`config.mk`:
```
export PLATFORM = sky130hd
export DESIGN_NAME = memc_deskew_flat
export DESIGN_NICKNAME = d
export VERILOG_FILES = /design/src/rtl/systolic_pkg.sv /design/src/rtl/memc_deskew_if.sv /design/src/rtl/deskew_delay.sv /design/src/rtl/memc_deskew.sv /design/src/flat_wrapper.sv
export SDC_FILE = /design/constraint.sdc
export NUM_CORES = 2
export LEC_CHECK = 0
export ABC_AREA = 1
export BUFFER_PORTS_ARGS = -buffer_cell sky130_fd_sc_hd__buf_2
export CAP_MARGIN = 15
export CORE_MARGIN = 3
export CORE_UTILIZATION = 50
export CTS_CLUSTER_DIAMETER = 30
export DETAILED_ROUTE_END_ITERATION = 10
export PLACE_DENSITY = 0.7
export SYNTH_ARGS = -nofsm -noshare
export SYNTH_HDL_FRONTEND = slang
export SYNTH_SLANG_ARGS = --single-unit
```
`constraint.sdc`:
```
create_clock -name clk -period 2.36 [get_ports clk]
set_clock_uncertainty 0.15 [all_clocks]
set_input_delay 0.354 -clock clk [delete_from_list [all_inputs] [get_ports clk]]
set_output_delay 0.354 -clock clk [all_outputs]
set_load 0.02 [all_outputs]
```
`src/rtl/systolic_pkg.sv`:
```
// Shared types and defaults for the systolic array output path.
package systolic_pkg;

  localparam int BITS_C_DEF = 24;
  localparam int DIM_DEF    = 8;

  typedef enum logic [1:0] {IDLE, FILL, CAPTURE, DONE} state_t;

  typedef logic [DIM_DEF-1:0][BITS_C_DEF-1:0] row_t;

  // Address width that stays legal for a single-row array.
  function automatic int addrBits(input int n);
    return (n > 1) ? $clog2(n) : 1;
  endfunction

endpackage

```
`src/rtl/memc_deskew_if.sv`:
```
// Host/array-facing bundle of the result deskew buffer.
interface memc_deskew_if
  import systolic_pkg::*;
#(
  parameter int DIM    = DIM_DEF,
  parameter int BITS_C = BITS_C_DEF
);

  localparam int AW = addrBits(DIM);

  logic                         start;
  logic                         en;
  logic [DIM-1:0][BITS_C-1:0]   Cin;
  logic [AW-1:0]                Crow;
  logic [DIM-1:0][BITS_C-1:0]   Cout;
  logic                         busy;
  logic                         done;

  modport master (output start, en, Cin, Crow, input Cout, busy, done);
  modport slave  (input start, en, Cin, Crow, output Cout, busy, done);

endinterface

```
`src/rtl/deskew_delay.sv`:
```
// Enable-qualified shift register; DEPTH=0 degenerates to a wire.
module deskew_delay #(
  parameter int DEPTH = 1,
  parameter int BITS  = 24
) (
  input  logic            clk,
  input  logic            rst_n,
  input  logic            en_i,
  input  logic [BITS-1:0] d_i,
  output logic [BITS-1:0] q_o
);

  if (DEPTH == 0) begin : g_wire
    logic unusedTieOff;
    assign unusedTieOff = ^{clk, rst_n, en_i};
    assign q_o = d_i;
  end else begin : g_shift
    logic [DEPTH-1:0][BITS-1:0] stage_q;

    always_ff @(posedge clk or negedge rst_n) begin
      if (!rst_n) begin
        stage_q <= '0;
      end else if (en_i) begin
        stage_q[0] <= d_i;
        for (int i = 1; i < DEPTH; i++) begin
          stage_q[i] <= stage_q[i-1];
        end
      end
    end

    assign q_o = stage_q[DEPTH-1];
  end

endmodule

```
`src/rtl/memc_deskew.sv`:
```
// Realigns the skewed result stream of the MAC array into a row buffer
// that the host reads back one row per address.
module memc_deskew
  import systolic_pkg::*;
#(
  parameter int DIM    = DIM_DEF,
  parameter int BITS_C = BITS_C_DEF
) (
  input  logic          clk,
  input  logic          rst_n,
  memc_deskew_if.slave  bus
);

  localparam int AW = addrBits(DIM);
  localparam logic [AW-1:0] CYC_LAST = AW'((DIM > 1) ? (DIM - 2) : 0);
  localparam logic [AW-1:0] ROW_LAST = AW'(DIM - 1);

  typedef logic [DIM-1:0][BITS_C-1:0] lanes_t;

  state_t        state_q, state_d;
  logic [AW-1:0] cycCnt_q, cycCnt_d;
  logic [AW-1:0] wrRow_q, wrRow_d;
  logic          wrEn;
  lanes_t        aligned;
  lanes_t        rowBuf_q [DIM];
  lanes_t        cout_q;

  // Lane j arrives j cycles late, so it is held back DIM-1-j enabled cycles.
  for (genvar j = 0; j < DIM; j++) begin : g_lane
    deskew_delay #(
      .DEPTH (DIM - 1 - j),
      .BITS  (BITS_C)
    ) u_delay (
      .clk   (clk),
      .rst_n (rst_n),
      .en_i  (bus.en),
      .d_i   (bus.Cin[j]),
      .q_o   (aligned[j])
    );
  end

  always_ff @(posedge clk or negedge rst_n) begin
    if (!rst_n) begin
      state_q  <= IDLE;
      cycCnt_q <= '0;
      wrRow_q  <= '0;
    end else begin
      state_q  <= state_d;
      cycCnt_q <= cycCnt_d;
      wrRow_q  <= wrRow_d;
    end
  end

  always_comb begin
    state_d  = state_q;
    cycCnt_d = cycCnt_q;
    wrRow_d  = wrRow_q;
    wrEn     = 1'b0;
    case (state_q)
      IDLE, DONE: begin
        if (bus.start) begin
          cycCnt_d = '0;
          wrRow_d  = '0;
          state_d  = (DIM == 1) ? CAPTURE : FILL;
        end
      end
      FILL: begin
        if (bus.en) begin
          cycCnt_d = cycCnt_q + AW'(1);
          if (cycCnt_q == CYC_LAST) state_d = CAPTURE;
        end
      end
      CAPTURE: begin
        if (bus.en) begin
          wrEn    = 1'b1;
          wrRow_d = wrRow_q + AW'(1);
          if (wrRow_q == ROW_LAST) state_d = DONE;
        end
      end
      default: state_d = IDLE;
    endcase
  end

  // Readback samples the pre-write contents when address and write collide.
  always_ff @(posedge clk or negedge rst_n) begin
    if (!rst_n) begin
      for (int i = 0; i < DIM; i++) rowBuf_q[i] <= '0;
      cout_q <= '0;
    end else begin
      if (wrEn) rowBuf_q[wrRow_q] <= aligned;
      cout_q <= rowBuf_q[bus.Crow];
    end
  end

  assign bus.Cout = cout_q;
  assign bus.busy = (state_q == FILL) || (state_q == CAPTURE);
  assign bus.done = (state_q == DONE);

endmodule
```
`src/flat_wrapper.sv`:
```
// flat-port wrapper written by rule: the top's interface ports become plain ports
module memc_deskew_flat import systolic_pkg::*;
#(
  parameter int DIM    = DIM_DEF,
  parameter int BITS_C = BITS_C_DEF
)
  (clk, rst_n, bus_start, bus_en, bus_Cin, bus_Crow, bus_Cout, bus_busy, bus_done);
  memc_deskew_if #(.DIM(DIM), .BITS_C(BITS_C)) bus_i ();
  input  logic clk;
  input  logic rst_n;
  input wire logic [$bits(bus_i.start)-1:0] bus_start;
  input wire logic [$bits(bus_i.en)-1:0] bus_en;
  input wire logic [$bits(bus_i.Cin)-1:0] bus_Cin;
  input wire logic [$bits(bus_i.Crow)-1:0] bus_Crow;
  output wire logic [$bits(bus_i.Cout)-1:0] bus_Cout;
  output wire logic [$bits(bus_i.busy)-1:0] bus_busy;
  output wire logic [$bits(bus_i.done)-1:0] bus_done;
  assign bus_i.start = bus_start;
  assign bus_i.en = bus_en;
  assign bus_i.Cin = bus_Cin;
  assign bus_i.Crow = bus_Crow;
  assign bus_Cout = bus_i.Cout;
  assign bus_busy = bus_i.busy;
  assign bus_done = bus_i.done;
  memc_deskew #(.DIM(DIM), .BITS_C(BITS_C)) u_core (.clk(clk), .rst_n(rst_n), .bus(bus_i));
endmodule
```
==> metrics.md <==
| Metric | Value |
|---|---|
| Source of the worst register-to-register timing path | u_core.state_q[0] |
| Reg-to-reg setup timing slack | roughly 100 ps |
| Yosys reg bits | about 2,400 |
| Die Span X | ~460 µm |
| Nets@finish | approximately 14,000 |
| Final cell utilization of the core | between 60 and 70% |
| CP max-delay cell | dfrtp_1 |
| Number of buffers between clock root and the deepest sink | 4 |
| Area share of the largest cell type after synthesis | 58.2% |
| Wire length per cell | between 15 and 20 µm |
| Compound-cell area share of the yosys netlist | 8.31% |
| Count of buffer and inverter cells on the critical path | 3 |
| CP Launch Point | u_core.state_q[0] |
| Floorplan core area | approximately 210,000 µm² |
| GR Overflow Total | 0 |
| Largest incremental delay on the critical path | 390 ps |
| Post-synth top cells | nand2_1 (6,102), dfrtp_1 (2,408), o21ai_0 (1,637) |
| Remaining routing DRC violations | 0 |
| Basic-gate share of the synthesized area counting and, or, nand and nor cells | around a quarter |
| Critical path fanouts, max | 2 |
| Endpoint of the lowest-slack register-to-register path | u_core.rowBuf_q[1474] |
| Static Leakage | about 0.067 µW |
| Violated checks | negative setup slack |
| Number of synthesized flops with an enable pin | 0 |
| Later-pin clock latency in the skew report | between 900 and 1000 ps |
| Synth area leader | dfrtp_1 |
| Largest voltage drop on the vdd net | 0.849 mV |
| Count of different cell masters after synthesis | 24 |
| Portion of the post-synthesis area used by sequential elements | ~58% |
| DR iter-0 viols | between 8,000 and 9,000 |
| Maximum number of pins on one net before global-route repair | approximately 180 |
| Area grow syn2layout | 27.5% |
| Total routed wirelength | just under 300,000 µm |
| PnR Total Power | about 140,000 µW |
| Initial antenna violation count | 9 |
| Adder-Cell Fraction of Synth Area | less than 1% |
| Synth warnings | 0 |
| Post-synthesis area per instance | 7.97 µm² |
| Type of the tightest min-delay check | input pin to flop |
| Combinational family with the most area after synthesis | simple AND/OR/NAND/NOR gates |
| Initial cell density of the core | about half |
| Netlist Area Pre-Place | approximately 100,000 µm² |
| Fraction of final layout cells with drive strength greater than 1 | around 11% |
| Endpoint kind of the worst setup timing path | output port |
| Slew @ Worst Pin | between 1000 and 1500 ps |
| Row cnt | 166 |
| Final weighted congestion of routability-driven global placement | between 0.8 and 0.9 |
| Power density over the cells | around 1000 nW/µm² |
| Worst R2R Path Depth | 9 |
| Nets in the synthesized netlist | between 10,000 and 15,000 |
| Crit path kind | flop to output port |
| First-pass detailed-route iteration total | 6 |
| Data required time of the critical path | about 1900 ps |
| Pins over their slew limit | 0 |
| Met3 routed wirelength | slightly above 20,000 µm |
| Cell-by-cell trace of the critical path | inv_2 -> ha_4 -> inv_4 -> buf_12 |
| Minimum setup slack in the final design | -34.9 ps |
| Run status | finished, violations left |
| Final clock period utilization by the worst path | 101% |
| DP HPWL | ~170,000 µm |
| Aggregate global-route resource usage | between 20% and 30% |
| Remaining antenna violation count after routing | 0 |
| Share of synthesized registers carrying an async set or reset | 100% |
| Setup violations, final | 1 |
| Mean number of vias per cell | around 5.2 |
| Area share of xor/xnor cells in the synthesized design | 0% |
| Most frequently used cell type in the post-synthesis netlist | nand2_1 |
| Maximum operating frequency | ~420 MHz |
| Kind of cell with the highest combined delay on the critical path | flip-flops |
| Clock tree root buffer cell | clkbuf_16 |
| Final hold violations | 0 |
| Total die area | between 200,000 and 250,000 µm² |
| # clock sinks | ~2,400 |
| I/O pin cnt | approximately 400 |
| Sum of negative setup slack | -34.9 ps |
| Post-Syn Instances | 13,000 |
| Relative max-transition margin | 32.3% |
| Leading post-synthesis cells by cell area | dfrtp_1 (58%), nand2_1 (22%), o21ai_0 (7.9%) |
| Critical path destination | bus_busy |
| Number of cells on the critical path | 4 |
| Number of CTS-inserted buffers | between 400 and 500 |
| M1 wire length | 122,000 µm |
| Number of H-tree branching levels | 5 |
| Met2 routed WL | ~140,000 µm |
| Max Cap Viol | 0 |
| RSZ-0062 raised after global routing | yes |
| Post-synthesis mux area share | less than 1% |
| Top FF cell, synth | dfrtp_1 |
| Clock slew at the register clock pins of the worst setup and hold paths | roughly 50 ps |
| First-pass GRT wire length | around 480,000 µm |
| Uppermost layer routed | met5 |
| Type of element launching the critical path | flop |
| Vias after detailed routing | a little under 90,000 |
| Arrival time of the worst setup path | ~1900 ps |
| Final min period | approximately 2400 ps |
| TritonCTS clock tree | yes |
| Number of global-route vias before repair | around 89,000 |
| Die height | approximately 460 µm |
| Number of buffers inserted by port buffering | just under 400 |
stage by stage:
step           instances  worst slack (ps)  area (µm²)  hold slack [ps]
2_1_floorplan      13000               592      104000            -91.6
3_3_place_gp       15600               151      110000              134
3_5_place_dp       15600               102      110000              146
4_1_cts            17000             -95.0      132000             5.97
5_1_grt            17000              -107      132000             59.7
6_report           17000             -34.9      132000             73.2
cells by family (layout without fill, tap and decap cells):
family | Yosys count | in the layout
AND/OR/NAND/NOR | 6699 | 6699
flip-flops | 2408 | 2408
buffers and inverters | 2148 | 3449
AO/OA/AOI/OAI | 1717 | 1717
adder cells (fa/ha/maj) | 8 | 8
multiplexers | 1 | 1
other | 0 | 5
worst min path at each step:
| stage | from | endpoint | slack (ps) | cells after the start |
|---|---|---|---|---|
| 6_report | bus_Cin[127] | u_core.g_lane[5].u_delay.g_shift.stage_q[7] | 70 | 4 |
| 2_1_floorplan | rst_n | u_core.bus.Cout[0] | -90 | 0 |
| 3_3_place_gp | rst_n | u_core.bus.Cout[166] | 130 | 1 |
| 5_1_grt | bus_Cin[127] | u_core.g_lane[5].u_delay.g_shift.stage_q[7] | 60 | 4 |
| 4_1_cts | bus_Cin[127] | u_core.g_lane[5].u_delay.g_shift.stage_q[7] | 6 | 4 |
| 3_5_place_dp | rst_n | u_core.bus.Cout[166] | 150 | 1 |
state kept, by name, summed over array words and instances, names as in the netlist:
name / count
u_core.bus.Cout: 192
u_core.cycCnt_q: 3
u_core.g_lane.u_delay.g_shift.stage_q: 504
u_core.g_lane.u_delay.q_o: 168
u_core.rowBuf_q: 1536
u_core.state_q: 2
u_core.wrRow_q: 3
final cells by class:
| type | instances | area [µm²] |
|---|---|---|
| antenna | 5 | 12.5 |
| clock buffer | 624 | 13600 |
| clock inverter | 270 | 3330 |
| fill | 16200 | 73200 |
| inverter | 1365 | 5160 |
| multi-input combinational | 8425 | 34800 |
| sequential | 2408 | 60300 |
| tap | 2688 | 3360 |
| timing repair buffer | 1190 | 11500 |
layout by cell type (no fill, tap or decap), drive strengths merged, types with 60 or more instances in the layout:
master,n
dlygate4sd3,467
dfrtp,2408
clkbuf,627
buf,720
nand2,6111
clkinv,120
nand3,578
bufinv,60
o21ai,1713
inv,1398
power by group:
group	total [µW]	leakage, µW	internal [µW]	switching [µW]
Clock	69700	0.00822	47100	22600
Combinational	17500	0.0267	6240	11200
Sequential	50900	0.0323	47600	3350
Total	138000	0.0672	101000	37100
tightest hold or removal path, cell delays in order:
cell and delay [ps]:
dlygate4sd3_1 530, buf_2 100, nand2_1 50, nand2_1 60
per-layer routing:
layer	vias up	track usage (%)
li1	41600	-
met1	42500	36.6
met2	3332	45.2
met3	645	4.77
met4	4	12.1
met5	-	0
timing repair:
item                                    4_1_cts  5_1_grt
cloned                                        0        2
endpoints found under the hold margin      3256        0
buffers inserted                              5        3
pin swaps                                     1        1
hold buffers                                468        0
endpoints found under the setup margin        2       18
gates resized for setup                      14        2
No activity file was read; power rests on OpenSTA's default activity.
